==> src/rtl/fetch_stage.sv <==
// Instruction-fetch stage: owns the PC, issues instruction-memory reads, and
// loads the IF/ID register (instr_id/npc_id/valid_id) consumed by decode.
// Latency: a word returned with ihit at edge N appears on instr_id after edge N.
// Backpressure: stall holds the PC and IF/ID; a miss (ihit=0) holds the PC and
// inserts bubbles. A redirect during a miss parks its target until the
// outstanding read returns. After HALT the stage is idle until reset.
//
// Ports:
//   CLK, nRST            clock, asynchronous active-low reset
//   ihit, imemload       memory response for the current imemaddr
//   imemREN, imemaddr    memory request (imemaddr is always the PC)
//   stall                hazard-unit hold of PC and IF/ID
//   redirect_valid/_pc   downstream-resolved control transfer
//   halt_in              decode has seen HALT
//   instr_id, npc_id,    IF/ID register; valid_id=0 marks a bubble
//   valid_id
//   halted               fetch has stopped permanently

module fetch_stage #(
   parameter logic [31:0] PC_INIT = 32'h0000_0000
) (
   input  logic        CLK,
   input  logic        nRST,
   input  logic        ihit,
   input  logic [31:0] imemload,
   output logic        imemREN,
   output logic [31:0] imemaddr,
   input  logic        stall,
   input  logic        redirect_valid,
   input  logic [31:0] redirect_pc,
   input  logic        halt_in,
   output logic [31:0] instr_id,
   output logic [31:0] npc_id,
   output logic        valid_id,
   output logic        halted
);

   localparam logic [1:0] FETCH  = 2'd0;
   localparam logic [1:0] SQUASH = 2'd1;
   localparam logic [1:0] HALTED = 2'd2;

   logic [1:0]  state_q,    state_d;
   logic [31:0] pc_q,       pc_d;
   logic [31:0] pend_pc_q,  pend_pc_d;
   logic [31:0] instr_id_q, instr_id_d;
   logic [31:0] npc_id_q,   npc_id_d;
   logic        valid_id_q, valid_id_d;

   logic [31:0] redir_tgt;
   logic [31:0] pc_plus4;
   logic        bubble;

   // Targets are word aligned; the low two bits of a redirect are dropped.
   assign redir_tgt = {redirect_pc[31:2], 2'b00};
   assign pc_plus4  = pc_q + 32'd4;

   always_comb begin
      state_d    = state_q;
      pc_d       = pc_q;
      pend_pc_d  = pend_pc_q;
      instr_id_d = instr_id_q;
      npc_id_d   = npc_id_q;
      valid_id_d = valid_id_q;
      bubble     = 1'b0;

      case (state_q)
         FETCH: begin
            if (halt_in) begin
               state_d = HALTED;
               bubble  = 1'b1;
            end else if (redirect_valid && ihit) begin
               pc_d   = redir_tgt;
               bubble = 1'b1;
            end else if (redirect_valid) begin
               // Read still outstanding: keep imemaddr stable and park the
               // target until the memory answers.
               pend_pc_d = redir_tgt;
               state_d   = SQUASH;
               bubble    = 1'b1;
            end else if (stall) begin
               // Hold everything; any word returned now is refetched later.
               state_d = FETCH;
            end else if (ihit) begin
               pc_d       = pc_plus4;
               instr_id_d = imemload;
               npc_id_d   = pc_plus4;
               valid_id_d = 1'b1;
            end else begin
               bubble = 1'b1;
            end
         end

         SQUASH: begin
            // The outstanding read belongs to the wrong path: never deliver it.
            bubble = 1'b1;
            if (halt_in) begin
               state_d = HALTED;
            end else if (redirect_valid) begin
               pend_pc_d = redir_tgt;
               if (ihit) begin
                  pc_d    = redir_tgt;
                  state_d = FETCH;
               end
            end else if (ihit) begin
               pc_d    = pend_pc_q;
               state_d = FETCH;
            end
         end

         HALTED: begin
            bubble = 1'b1;
         end

         default: begin
            // Unreachable encoding: recover into a clean fetch.
            state_d = FETCH;
            bubble  = 1'b1;
         end
      endcase

      if (bubble) begin
         instr_id_d = 32'h0;
         npc_id_d   = 32'h0;
         valid_id_d = 1'b0;
      end
   end

   always_ff @(posedge CLK or negedge nRST) begin
      if (!nRST) begin
         state_q    <= FETCH;
         pc_q       <= PC_INIT;
         pend_pc_q  <= 32'h0;
         instr_id_q <= 32'h0;
         npc_id_q   <= 32'h0;
         valid_id_q <= 1'b0;
      end else begin
         state_q    <= state_d;
         pc_q       <= pc_d;
         pend_pc_q  <= pend_pc_d;
         instr_id_q <= instr_id_d;
         npc_id_q   <= npc_id_d;
         valid_id_q <= valid_id_d;
      end
   end

   // Request side is decoded from state only; no input reaches an output
   // combinationally.
   assign imemREN  = (state_q != HALTED);
   assign imemaddr = pc_q;
   assign halted   = (state_q == HALTED);

   assign instr_id = instr_id_q;
   assign npc_id   = npc_id_q;
   assign valid_id = valid_id_q;

endmodule

==> config.mk <==
export PLATFORM = sky130hd
export DESIGN_NAME = fetch_stage
export DESIGN_NICKNAME = d
export VERILOG_FILES = /design/src/rtl/fetch_stage.sv
export SDC_FILE = /design/constraint.sdc
export NUM_CORES = 1
export LEC_CHECK = 0
export ABC_CLOCK_PERIOD_IN_PS = 5200
export CAP_MARGIN = 5
export CORE_UTILIZATION = 46
export CTS_BUF_LIST = sky130_fd_sc_hd__clkbuf_4 sky130_fd_sc_hd__clkbuf_8
export CTS_CLUSTER_SIZE = 24
export DETAILED_ROUTE_END_ITERATION = 6
export DONT_BUFFER_PORTS = 1
export HOLD_SLACK_MARGIN = 0.12
export PLACE_DENSITY = 0.7
export SLEW_MARGIN = 30
export SYNTH_ARGS = -nofsm -noshare
export SYNTH_HDL_FRONTEND = slang
export SYNTH_SLANG_ARGS = --single-unit
==> constraint.sdc <==
create_clock -name CLK -period 5.2 [get_ports CLK]
set_clock_uncertainty 0.1 [all_clocks]
set_input_delay 0.52 -clock CLK [delete_from_list [all_inputs] [get_ports CLK]]
set_output_delay 0.52 -clock CLK [all_outputs]
set_load 0.03 [all_outputs]
==> results.json, run 1 <==
{
  "pre_cts_slack_ps": 2570,
  "yosys_warnings": 0,
  "netlist_area_um2": 6230,
  "overflow": 0,
  "postCtsSetupBuffers": 0,
  "core_um2": 13200,
  "ys_seq_area_share_pct": 52.6,
  "synth_edf_count": 0,
  "synthArstFlopShare_pct": 100,
  "area_growth_pct": 19.5,
  "ir_drop_mv": 0.175,
  "grt_max_degree": 132,
  "dr.pass1.iters": 5,
  "regArea_um2": 3280,
  "setup_tns_ps": 0,
  "io_buffers": 0,
  "wl_um": 17500,
  "synth_area_leaders": "dfrtp_1 53%, mux2_2 5.6%, a22o_1 5.3%, nand2_1 3.6%, o21ai_0 3.1%",
  "finalCritPeriodShare_pct": 51.7,
  "period_needed_ps": 2690,
  "synth-seq-cells": 131,
  "viasPerCell": 6.11,
  "max_cap_viol_count": 0,
  "yosysTopAreaCell": "dfrtp_1",
  "cts-root-buf": "clkbuf_8",
  "critical_path_class": "reg -> reg",
  "drc": 0,
  "cp_max_fo": 8,
  "maxSlewHeadroom_pct": 46.9,
  "cts_inserted_buffers": 17,
  "worst_slew_pin_slew_ps": 791,
  "ctsResizeCount": 0,
  "drive_gt1_share_pct": 13.4,
  "die_area_um2": 14000,
  "rows": 42,
  "nFillCells": 1117,
  "finalSetupViolCount": 0,
  "clock-sinks": 131,
  "syn_area_per_cell_um2": 10.6,
  "diodes": 0,
  "multi_input_area_um2": 2750,
  "r2r_setup_slack_ps": 2510,
  "ant_nets": 0,
  "place_area_um2": 6350,
  "end_kind": "flip-flop",
  "fmax_ghz": 0.372,
  "synth_nets": 658,
  "synth_cells": 587,
  "gp_congestion": 0.832,
  "min_path_type": "in -> reg",
  "hold_slack_ps": 159,
  "total_power_uw": 2190,
  "p_per_area_nw_per_um2": 295,
  "rsz0062_at_grt": "no",
  "die_x_um": 118,
  "crit_required_ps": 5440,
  "initial_core_util_pct": 47.0,
  "cts_tree": "done",
  "outcome": "finished, final reports clean",
  "pin_count": 169,
  "dp_hpwl_um": 11000,
  "die_y_um": 118,
  "dr_total_vias": 5076,
  "finalHoldViolCount": 0,
  "wire_per_inst_um": 21.0,
  "grt_pass1_wl_um": 27800,
  "nets": 713,
  "grt_pass1_vias": 5195,
  "hold_buffers": 67,
  "ys.flop_type": "dfrtp_1",
  "p_leak_uw": 0.00329,
  "drt-initial-drc-count": 464,
  "synth_top_area_share_pct": 52.6,
  "antenna_found_initial": 0,
  "worstPathArrival_ps": 2930,
  "clk_latency_ps": 450,
  "clkTransAtPathRegs_ps": 70,
  "startpoint_type": "flip-flop",
  "grtUsageTotal_pct": 26.0,
  "htree_levels": 4,
  "synth.distinct_cells": 62,
  "clk_path_buf_depth": 2,
  "maxSlewViolCount": 0,
  "fin_ws_ps": 2510,
  "stdcell_area_um2": 7440
}
state kept, by name (all words and copies together), names as in the netlist:
signal / flops
imemaddr: 32
state_q: 2
valid_id: 1
instr_id: 32
npc_id: 32
pend_pc_q: 32
Yosys cell counts, types with 3 or more instances:
| cell type | n |
|---|---|
| dfrtp_1 | 131 |
| nand2_1 | 59 |
| a22o_1 | 38 |
| o21ai_0 | 38 |
| nor2_1 | 37 |
| mux2_2 | 31 |
| a21oi_1 | 23 |
| clkbuf_1 | 18 |
| nand3_1 | 16 |
| nor3_1 | 15 |
| xnor2_1 | 15 |
| buf_2 | 14 |
| nand4_1 | 14 |
| xor2_1 | 12 |
| inv_1 | 9 |
| mux2i_1 | 9 |
| o22ai_1 | 9 |
| a211oi_1 | 6 |
| and3_1 | 6 |
| buf_1 | 5 |
| o221ai_1 | 5 |
| a211o_1 | 4 |
| a22oi_1 | 4 |
| a2bb2oi_1 | 4 |
| nor2b_1 | 4 |
| o31ai_1 | 4 |
| a21o_1 | 3 |
| nand2b_1 | 3 |
| nand3_2 | 3 |
| nor4_1 | 3 |
| o22a_1 | 3 |
| o31a_1 | 3 |
critical path: stages (launching register included):
cell     delay [ps]
dfrtp_1         690
ha_1            400
nand3_1         210
nor4_4          480
nand2_1         220
a31o_2          280
a32o_1          200
routing by layer:
metal | up-vias | GRT usage, % | share of wire, %
li1 | 2263 | - | -
met1 | 2506 | 32.2 | 40
met2 | 271 | 41.4 | 48
met3 | 36 | 8.45 | 9.8
met4 | 0 | 11.5 | 2.2
met5 | - | 0 | 0
logic make-up (layout without fill, tap and decap cells):
family,Yosys count,in the layout,synth area share [%]
simple gates,173,173,14.0
xor+xnor,27,27,3.80
flops,131,131,52.6
mux,40,40,7.05
compound gates,166,166,18.9
buf+inv,49,117,3.40
fa+ha+maj,1,1,0.201
cell type report:
cell class | count | share of cell area (%)
Clock buffer | 23 | 4.09
Tap cell | 176 | 2.96
Sequential cell | 131 | 44.0
Timing Repair Buffer | 76 | 10.2
Inverter | 9 | 0.454
Clock inverter | 9 | 1.38
Multi-Input combinational cell | 407 | 36.9
where the power goes:
group | switching, uW | internal [uW] | total, uW
registers | 98.0 | 1060 | 1150
clock network | 391 | 484 | 875
logic | 75.7 | 89.9 | 166
total | 565 | 1630 | 2190
path summary, 6_finish.rpt:
kind,start,end,cells past startpoint
setup / recovery,imemaddr[2],imemaddr[18],6
hold / removal,redirect_pc[14],imemaddr[14],2
setup reg to reg,imemaddr[2],imemaddr[18],6
hold reg to reg,pend_pc_q[0],pend_pc_q[0],1
max in group asynchronous,nRST,instr_id[27],2
min in group asynchronous,nRST,instr_id[14],2
stage by stage:
step                util (%)  instances
floorplan                  -        587
global placement        47.9        732
detailed placement      47.9        732
CTS                     56.2        831
global route            56.2        831
finish                  56.2        831
layout by cell type, fill, tap and decap left out, types with 12 or more instances in the layout:
cell	instances
dfrtp_1	131
dlygate4sd3_1	66
nand2_1	59
o21ai_0	38
a22o_1	38
nor2_1	37
mux2_2	31
a21oi_1	23
clkbuf_8	21
nand3_1	16
xnor2_1	15
nor3_1	15
nand4_1	14
xor2_1	12
(Power assumes the default switching activity.)
==> run 2, diff against run 1 <==
--- a/config.mk
+++ b/config.mk
@@ -5,7 +5,7 @@
 export SDC_FILE = /design/constraint.sdc
 export NUM_CORES = 1
 export LEC_CHECK = 0
-export ABC_CLOCK_PERIOD_IN_PS = 5200
+export ABC_CLOCK_PERIOD_IN_PS = 2400
 export CAP_MARGIN = 5
 export CORE_UTILIZATION = 46
 export CTS_BUF_LIST = sky130_fd_sc_hd__clkbuf_4 sky130_fd_sc_hd__clkbuf_8
@@ -13,7 +13,7 @@
 export DETAILED_ROUTE_END_ITERATION = 6
 export DONT_BUFFER_PORTS = 1
 export HOLD_SLACK_MARGIN = 0.12
-export PLACE_DENSITY = 0.7
+export PLACE_DENSITY = 0.72
 export SLEW_MARGIN = 30
 export SYNTH_ARGS = -nofsm -noshare
 export SYNTH_HDL_FRONTEND = slang
==> constraint.sdc (replaced) <==
create_clock -name CLK -period 2.4 [get_ports CLK]
set_clock_uncertainty 0.1 [all_clocks]
set_input_delay 0.24 -clock CLK [delete_from_list [all_inputs] [get_ports CLK]]
set_output_delay 0.24 -clock CLK [all_outputs]
set_load 0.03 [all_outputs]
==> results.json, run 2 (synthesis results as in run 1) <==
{
  "r2r_setup_slack_ps": 170,
  "p_leak_uw": 0.00347,
  "die_x_um": 118,
  "dr_total_vias": 5293,
  "violations": "hold timing",
  "critical_path_class": "reg -> reg",
  "antenna_found_initial": 0,
  "p_int_uw": 3530,
  "cts-root-buf": "clkbuf_8",
  "fin_ws_ps": 171,
  "area_growth_pct": 24.0,
  "drive_gt1_share_pct": 17.4,
  "io_buffers": 0,
  "viasPerCell": 6.12,
  "wl_um": 17900,
  "slowest_delay_ps": 510,
  "startpoint": "state_q[1]",
  "rr_endpoint": "npc_id[8]",
  "core_um2": 13200,
  "ir_drop_mv": 0.408,
  "dr.pass1.iters": 6,
  "r2r-start": "state_q[1]",
  "rsz0062_at_grt": "no",
  "worstPathArrival_ps": 2490,
  "cp_slowest_cell": "or3b_1",
  "overflow": 0,
  "initial_core_util_pct": 47.0,
  "setup_tns_ps": 0,
  "finalSetupViolCount": 0,
  "p_per_area_nw_per_um2": 620,
  "pin_count": 169,
  "die_y_um": 118,
  "grt_pass1_vias": 5259,
  "maxSlewViolCount": 0,
  "end_kind": "flip-flop",
  "worstRegToRegCells": 5,
  "crit_buf_inv": 1,
  "cts_tree": "done",
  "clk_latency_ps": 450,
  "clock-sinks": 131,
  "outcome": "finished, violations left",
  "worst_slew_pin_slew_ps": 993,
  "switching_share_pct": 26.3,
  "grt_pass1_wl_um": 27900,
  "wire_per_inst_um": 20.7,
  "mostFrequentLayoutCell": "dfrtp_1",
  "cp_cell_sequence": "or3b_1, a21oi_2, buf_12, nand2_2, o21ai_0",
  "grtUsageTotal_pct": 26.1,
  "drc": 0,
  "pre_cts_slack_ps": 208,
  "gp_congestion": 0.911,
  "fmax_ghz": 0.449,
  "final_cell_mix": "131 x dfrtp_1, 67 x dlygate4sd3_1, 59 x nand2_1",
  "clk_path_buf_depth": 2,
  "maxSlewHeadroom_pct": 33.8,
  "min_path_type": "in -> async",
  "grt_max_degree": 132,
  "crit_family": "simple AND/OR/NAND/NOR gates",
  "drt-initial-drc-count": 519,
  "finalHoldViolCount": 131,
  "startpoint_type": "flip-flop",
  "die_area_um2": 14000,
  "p_sw_uw": 1260,
  "total_power_uw": 4790,
  "post-route-util_pct": 58.3,
  "cts_inserted_buffers": 17,
  "hold_slack_ps": -616,
  "htree_levels": 4,
  "combPwrFrac_pct": 10.5,
  "max_cap_viol_count": 0,
  "dp_hpwl_um": 11800,
  "diodes": 0,
  "rows": 42,
  "ant_nets": 0,
  "power_frac_seq_pct": 49.9,
  "crit_required_ps": 2660,
  "nets": 747,
  "period_needed_ps": 2230,
  "postCtsSetupBuffers": 0,
  "finalCritPeriodShare_pct": 92.9,
  "hold_buffers": 68,
  "p_clk_share_pct": 39.6,
  "clkTransAtPathRegs_ps": 80,
  "cp_max_fo": 28
}
==> run 2: how the worst max path moves through the flow <==
stage / end / cells past startpoint / slack (ps)
4_1_cts: imemaddr[31] / 5 / 120
3_5_place_dp: npc_id[7] / 5 / 210
6_report: npc_id[8] / 5 / 170
2_1_floorplan: imemaddr[22] / 6 / 130
3_3_place_gp: imemaddr[30] / 7 / 230
5_1_grt: imemaddr[21] / 5 / 30
==> run 2: timing repair <==
action	CTS	global route
gates resized for setup	0	1
endpoints found under the setup margin	0	1
endpoints found under the hold margin	231	131
==> run 2: power by group through the flow <==
stage	Sequential (uW)	Combinational, uW	Clock, uW
finish	2390	501	1900
global route	2400	531	2040
CTS	2390	497	1940
detailed placement	2430	387	0
global placement	2430	376	0
floorplan	2480	210	0
==> run 2: layout make-up <==
class,count,area (um2)
inverters,9,33.8
multi-input cells,407,2750
flip-flops and latches,131,3280
clock inverters,12,131
fillers,1131,5520
repair buffers,110,1040
well taps,176,220
clock buffers,20,275
==> run 2: routing by layer <==
metal	vias to the layer above	GRT usage (%)	routed length, um
li1	2336	-	-
met1	2628	32.1	7200
met2	287	42.3	8580
met3	42	6.90	1570
met4	0	13.3	544
met5	-	0	0
==> run 2: through the flow <==
stage / cell area (um2) / cells
final: 7720 / 865
after floorplan: 6230 / 587
after global placement: 6630 / 765
after CTS: 7720 / 865
after global routing: 7720 / 865
after detailed placement: 6630 / 765
==> run 3, diff against run 2 <==
--- a/config.mk
+++ b/config.mk
@@ -13,6 +13,7 @@
 export DETAILED_ROUTE_END_ITERATION = 6
 export DONT_BUFFER_PORTS = 1
 export HOLD_SLACK_MARGIN = 0.12
+export MAX_ROUTING_LAYER = met4
 export PLACE_DENSITY = 0.72
 export SLEW_MARGIN = 30
 export SYNTH_ARGS = -nofsm -noshare
==> results.json, run 3 (synthesis results as in run 1) <==
{
  "viasPerCell": 6.07,
  "dp_hpwl_um": 11900,
  "cp_max_fo": 14,
  "nFillCells": 1085,
  "cp_cell_sequence": "nor2b_1, buf_4, a21oi_1, buf_4, o22ai_1, a31oi_1, o22a_1",
  "violations": "DRC, hold timing",
  "drt-initial-drc-count": 419,
  "gp_congestion": 0.926,
  "rows": 42,
  "worstPathArrival_ps": 2570,
  "pin_count": 169,
  "dr_total_vias": 5244,
  "grt_pass1_vias": 5334,
  "hold_buffers": 67,
  "postCtsSetupBuffers": 0,
  "cp_slowest_cell": "a21oi_1",
  "grt_max_degree": 132,
  "maxSlewViolCount": 0,
  "critical_path_class": "reg -> reg",
  "io_buffers": 0,
  "grt_pass1_wl_um": 28700,
  "initial_core_util_pct": 47.0,
  "setup_tns_ps": 0,
  "clk_latency_ps": 440,
  "min_path_type": "in -> async",
  "clkTransAtPathRegs_ps": 80,
  "grtUsageTotal_pct": 27.5,
  "rsz0062_at_grt": "no",
  "ir_drop_mv": 0.315,
  "cts_tree": "done",
  "htree_levels": 4,
  "worst_slew_pin_slew_ps": 950,
  "ant_nets": 0,
  "area_growth_pct": 24.9,
  "finalSetupViolCount": 0,
  "mostFrequentLayoutCell": "dfrtp_1",
  "slowest_delay_ps": 550,
  "wire_per_inst_um": 20.8,
  "cts_inserted_buffers": 17,
  "core_um2": 13200,
  "cts-root-buf": "clkbuf_8",
  "finalHoldViolCount": 131,
  "crit_required_ps": 2680,
  "fmax_ghz": 0.437,
  "final_cell_mix": "131 x dfrtp_1, 66 x dlygate4sd3_1, 59 x nand2_1",
  "drive_gt1_share_pct": 17.4,
  "p_per_area_nw_per_um2": 651,
  "hold_slack_ps": -608,
  "die_area_um2": 14000,
  "nets": 747,
  "drc": 1,
  "wl_um": 18000,
  "die_y_um": 118,
  "place_area_um2": 6640,
  "clock-sinks": 131,
  "period_needed_ps": 2290,
  "stdcell_area_um2": 7780,
  "diodes": 0,
  "p_leak_uw": 0.00351,
  "crit_top_cell": "buf_4",
  "end_kind": "flip-flop",
  "post-route-util_pct": 58.7,
  "antenna_found_initial": 0,
  "dr.pass1.iters": 7,
  "max_cap_viol_count": 0,
  "startpoint_type": "flip-flop",
  "die_x_um": 118,
  "maxSlewHeadroom_pct": 36.7,
  "clk_path_buf_depth": 2,
  "finalCritPeriodShare_pct": 95.4,
  "outcome": "finished, violations left",
  "overflow": 0
}
## run 3: area by class of cell
cell class | instances | area, um2 | area share [%]
Clock buffer | 22 | 290 | 3.73
Clock inverter | 9 | 176 | 2.27
Inverter | 9 | 33.8 | 0.434
Multi-Input combinational cell | 407 | 2750 | 35.3
Sequential cell | 131 | 3280 | 42.1
Tap cell | 176 | 220 | 2.83
Timing Repair Buffer | 110 | 1030 | 13.3
## run 3: power by group
group	internal [uW]	total (uW)	switching, uW
sequential	2290	2400	106
combinational	239	498	259
clock	1340	2170	837
## run 3: metrics by stage
step	std cells	worst slack, ps	total power [uW]
global route	864	9.03	5240
global placement	766	224	2800
finish	864	111	5070
floorplan	587	131	2690
detailed placement	766	156	2820
CTS	864	136	5110
## run 3: final timing paths
| check | start | slack [ps] | cells after the start | end |
|---|---|---|---|---|
| setup / recovery | state_q[0] | 110 | 7 | imemaddr[29] |
| hold / removal | nRST | -610 | 0 | instr_id[5] |
| setup reg to reg | state_q[0] | 110 | 7 | imemaddr[29] |
| hold reg to reg | pend_pc_q[1] | 400 | 1 | pend_pc_q[1] |
| max in group asynchronous | nRST | 2590 | 0 | npc_id[7] |
| min in group CLK | redirect_valid | 150 | 2 | pend_pc_q[0] |
## run 3: critical path: cells and delay by family (launching register included)
kind / cells / cell delay (ps)
compound gates: 4 / 950
flops: 1 / 500
buf+inv: 2 / 480
simple gates: 1 / 180
## run 3: layer usage
metal | share of wire (%) | vias to the layer above | track usage (%) | wire [um]
li1 | - | 2339 | - | -
met1 | 40 | 2582 | 32.9 | 7240
met2 | 48 | 280 | 43.0 | 8540
met3 | 9.2 | 43 | 7.53 | 1650
met4 | 3.1 | 0 | 13.2 | 551
met5 | 0 | - | - | 0
## run 3: what timing repair did
| item | 4_1_cts | 5_1_grt |
|---|---|---|
| resized for setup | 0 | 1 |
| setup endpoints to repair | 0 | 2 |
| hold endpoints to repair | 231 | 131 |
